### config.mk
export PLATFORM = sky130hd
export DESIGN_NAME = pipe_stage_skid
export DESIGN_NICKNAME = d
export VERILOG_FILES = /design/src/rtl/pipe_stage_skid.sv
export SDC_FILE = /design/constraint.sdc
export NUM_CORES = 1
export LEC_CHECK = 0
export ABC_AREA = 1
export CORE_AREA = 2 2 191 99
export DETAILED_ROUTE_END_ITERATION = 10
export DIE_AREA = 0 0 193 101
export PLACE_DENSITY = 0.79
export SLEW_MARGIN = 20
export SYNTH_ARGS = -nofsm -noshare
export SYNTH_HDL_FRONTEND = slang
export SYNTH_SLANG_ARGS = --single-unit
### constraint.sdc
create_clock -name clk -period 4.4 [get_ports clk]
set_input_delay 0.66 -clock clk [delete_from_list [all_inputs] [get_ports clk]]
set_output_delay 0.66 -clock clk [all_outputs]
set_load 0.02 [all_outputs]
### src/rtl/pipe_stage_skid.sv
// Handshaked pipeline stage register with a two-entry skid buffer, synchronous flush
// to a programmable bubble value, external hold and a saturating stall counter.
module pipe_stage_skid #(
    parameter int                DATA_W    = 64,
    parameter logic [DATA_W-1:0] FLUSH_VAL = {DATA_W{1'b0}},
    parameter int                CNT_W     = 16
) (
    input  logic              clk,
    input  logic              reset,
    input  logic              in_valid,
    output logic              in_ready,
    input  logic [DATA_W-1:0] in_data,
    output logic              out_valid,
    input  logic              out_ready,
    output logic [DATA_W-1:0] out_data,
    input  logic              flush,
    input  logic              hold,
    output logic [1:0]        occupancy,
    output logic [CNT_W-1:0]  stall_cnt
);

    // Encoding is {skid_valid, main_valid}; 2'b10 is unreachable.
    typedef enum logic [1:0] {
        EMPTY = 2'b00,
        ONE   = 2'b01,
        FULL  = 2'b11
    } state_t;

    localparam logic [CNT_W-1:0] CNT_MAX = {CNT_W{1'b1}};

    state_t            state, state_nxt;
    logic [DATA_W-1:0] main_data, main_data_nxt;
    logic [DATA_W-1:0] skid_data, skid_data_nxt;
    logic              main_valid, skid_valid;
    logic              in_fire, out_fire;

    assign main_valid = state[0];
    assign skid_valid = state[1];

    // Handshake outputs come only from registers and hold, never from out_ready.
    assign in_ready  = ~skid_valid & ~hold;
    assign out_valid = main_valid & ~hold;
    assign out_data  = main_valid ? main_data : FLUSH_VAL;
    assign occupancy = {1'b0, main_valid} + {1'b0, skid_valid};

    assign in_fire  = in_valid & in_ready;
    assign out_fire = out_valid & out_ready;

    always_comb begin
        // NOTE: every signal driven here gets a default first so no latch is inferred.
        state_nxt     = state;
        main_data_nxt = main_data;
        skid_data_nxt = skid_data;
        if (flush) begin
            state_nxt     = EMPTY;
            main_data_nxt = FLUSH_VAL;
        end else begin
            case (state)
                EMPTY: begin
                    if (in_fire) begin
                        state_nxt     = ONE;
                        main_data_nxt = in_data;
                    end
                end
                ONE: begin
                    if (in_fire && out_fire) begin
                        main_data_nxt = in_data;
                    end else if (in_fire) begin
                        state_nxt     = FULL;
                        skid_data_nxt = in_data;
                    end else if (out_fire) begin
                        state_nxt = EMPTY;
                    end
                end
                FULL: begin
                    if (out_fire) begin
                        state_nxt     = ONE;
                        main_data_nxt = skid_data;
                    end
                end
                default: state_nxt = EMPTY;
            endcase
        end
    end

    // NOTE: sequential state uses non-blocking assignments so all registers update together.
    always_ff @(posedge clk or posedge reset) begin
        if (reset) begin
            state     <= EMPTY;
            // NOTE: the data registers are reset too, so out_data is defined right after reset.
            main_data <= FLUSH_VAL;
            skid_data <= '0;
        end else begin
            state     <= state_nxt;
            main_data <= main_data_nxt;
            skid_data <= skid_data_nxt;
        end
    end

    always_ff @(posedge clk or posedge reset) begin
        if (reset) begin
            stall_cnt <= '0;
        end else if (main_valid && !out_ready && !hold && stall_cnt != CNT_MAX) begin
            stall_cnt <= stall_cnt + 1'b1;
        end
    end

endmodule

==> results.yml <==
cts:
  cts.clk_slew.worst_paths_ns: 0.07
  cts_resized: 0
  cts_tree: "yes"
  clock_sinks: 146
  clk_latency_ns: 0.41
  numCtsBuffers: 17
  cts_setup_buffers: 0
  cts_buffer_depth: 2
  cts-hold-fix-buffers: 0
  root_buffer: "clkbuf_16"
  cts_htree_levels: 4
critical_path:
  cp_max_fo: 64
  arrival_ns: 3.49
  critPathKind: "reg -> reg"
  start_kind: "register"
  worstPathRequired_ns: 4.70
  cp-end-kind: "register"
layout:
  layout-drive-gt1-share_pct: 6.91
  nFillCells: 1656
  fin_cells: 1456
  layout_common_cells: "nand2_1 (316), clkdlybuf4s50_1 (153), nor2_1 (147)"
  diodes: 0
  final_common_cell: "nand2_1"
  area_delta_synth_final_pct: 26.9
  final_util_pct: 56.0
  fin_nets: 1278
placement:
  place_inst: 1424
  gp_congestion: 0.914
  pre_cts_ws_ns: 1.13
  numPortBuffers: 153
  hpwl_um: 14200
floorplanning:
  initial_core_util_pct: 44.1
  rows: 35
  die_area_um2: 19500
  fp.coreArea_um2: 18000
  io_pins: 154
  die_w_um: 193
  fp.dieH_um: 101
yosys:
  ys_top_cells_by_area: "dfrtp_1 (46%), nand2_1 (15%), inv_1 (7.0%), nor2_1 (7.0%), o21ai_0 (6.9%)"
  syn_avg_cell_area_um2: 7.26
  yosysSeqAreaShare_pct: 46.2
  synth_cell_types: 22
  yosys_warnings: 0
  synth_seq_cells: 146
  synth_largest_area_cell: "dfrtp_1"
  synth_cells: 1091
  synth_top_area_share_pct: 46.2
  syn_area_um2: 7920
  syn_nets: 1166
timing:
  finalSetupTns_ns: 0
  rsz0062_at_grt: "false"
  hold_viol: 0
  fin_skew_ns: 0.00969
  slew_violations: 0
  period_minus_slack_ns: 3.20
  fmax_ghz: 0.313
  setup_viol: 0
  worst_slack_ns: 1.20
  fin_crit_sh_pct: 72.6
  tightest_slew_ns: 0.917
  timing.slew.headroom_pct: 38.9
routing:
  drt-total-wl_um: 22200
  viasPerCell: 5.05
  vias: 7352
  wire_per_inst_um: 15.3
  drtAntennaViolNets: 0
  drc: 0
  drtIter0Drc: 712
  first_pass_iters: 5
grt:
  grt_antenna_before_repair: 1
  grt_pass1_vias: 6782
  grt.total_usage_pct: 23.4
  globalRoute.totalOverflow: 0
  grt_pass1_wl_um: 35600
  grt_max_degree: 147
power_and_ir_drop:
  total_power_mw: 5.49
  powerDensity_nw_per_um2: 546
  ir_drop_mv: 0.308
  p_leak_nw: 5.40
outcome:
  outcome: "complete, no violations"
worst_hold_path:
  hp-class: "reg -> reg"
flow_run:
  maxCapViolations: 0
==> synth_stat cells, drive strengths merged <==
master / n
o21ai: 133
nand3: 14
dfrtp: 146
xnor2: 7
ha: 5
o22ai: 1
nand4: 71
buf: 44
nor2: 151
inv: 150
clkbuf: 27
and2b: 1
nand2: 341
==> critical path, stage by stage (launching register included) <==
cell and delay (ns):
dfrtp_2 0.48, buf_4 0.58, nand3_1 0.31, inv_1 0.11, nand2_1 0.08, nand2_2 0.42, nand3_4 0.74, nand2_1 0.26
nand2_1 0.07
==> kinds of logic (layout without fill, tap and decap cells) <==
family,after synthesis,count (layout),share of synthesized area [%]
and+or+nand+nor,578,578,31.1
DFF,146,146,46.2
xor gates and xnor gates,7,7,0.774
buffers and inverters,221,346,12.5
adders and majority gates,5,5,0.790
AOI/OAI and AO/OA,134,134,8.63
==> state kept, by name, summed over array words and instances, names as in the netlist <==
register and count:
main_data 64, stall_cnt 16, skid_data 64, state 2
==> worst paths after layout <==
| check | start | end | slack, ns | cells past startpoint |
|---|---|---|---|---|
| worst min register to register | main_data[49]$_DFFE_PP0P_ | main_data[49]$_DFFE_PP0P_ | 0.47 | 2 |
| min in group asynchronous | reset | stall_cnt[4]$_DFFE_PP0P_ | 0.74 | 3 |
| worst max register to register | state[0]$_DFFE_PP0P_ | main_data[13]$_DFFE_PP0P_ | 1.20 | 8 |
| worst min-delay path | main_data[49]$_DFFE_PP0P_ | main_data[49]$_DFFE_PP0P_ | 0.47 | 2 |
| worst max-delay path | state[0]$_DFFE_PP0P_ | main_data[13]$_DFFE_PP0P_ | 1.20 | 8 |
| max in group asynchronous | reset | state[0]$_DFFE_PP0P_ | 2.83 | 3 |
==> metrics by stage <==
| stage | hold slack [ns] | cell area [um2] |
|---|---|---|
| after floorplan | 0.442 | 7920 |
| after global placement | 0.456 | 9450 |
| after detailed placement | 0.458 | 9450 |
| after CTS | 0.475 | 10000 |
| after global routing | 0.491 | 10000 |
| final | 0.475 | 10000 |
==> area by class of cell <==
type | count | area [um2] | share of cell area, %
Clock buffer | 17 | 425 | 4.23
Clock inverter | 15 | 173 | 1.72
Inverter | 150 | 567 | 5.64
Multi-Input combinational cell | 724 | 3300 | 32.8
Sequential cell | 146 | 3650 | 36.4
Tap cell | 240 | 300 | 2.99
Timing Repair Buffer | 164 | 1630 | 16.2
==> metal layers <==
layer	global-route usage, %	routed length (um)	vias up
met5	0	0	-
met4	5.19	207	0
met3	4.46	1870	16
met2	32.8	9200	293
met1	36.8	10900	3431
li1	-	-	3612
==> report_power, final <==
group | total [mW] | switching, mW | internal, mW
registers | 2.19 | 0.328 | 1.86
logic | 1.82 | 1.13 | 0.685
clock network | 1.48 | 0.630 | 0.854
total | 5.49 | 2.09 | 3.40
No activity file was read; power rests on OpenSTA's default activity.
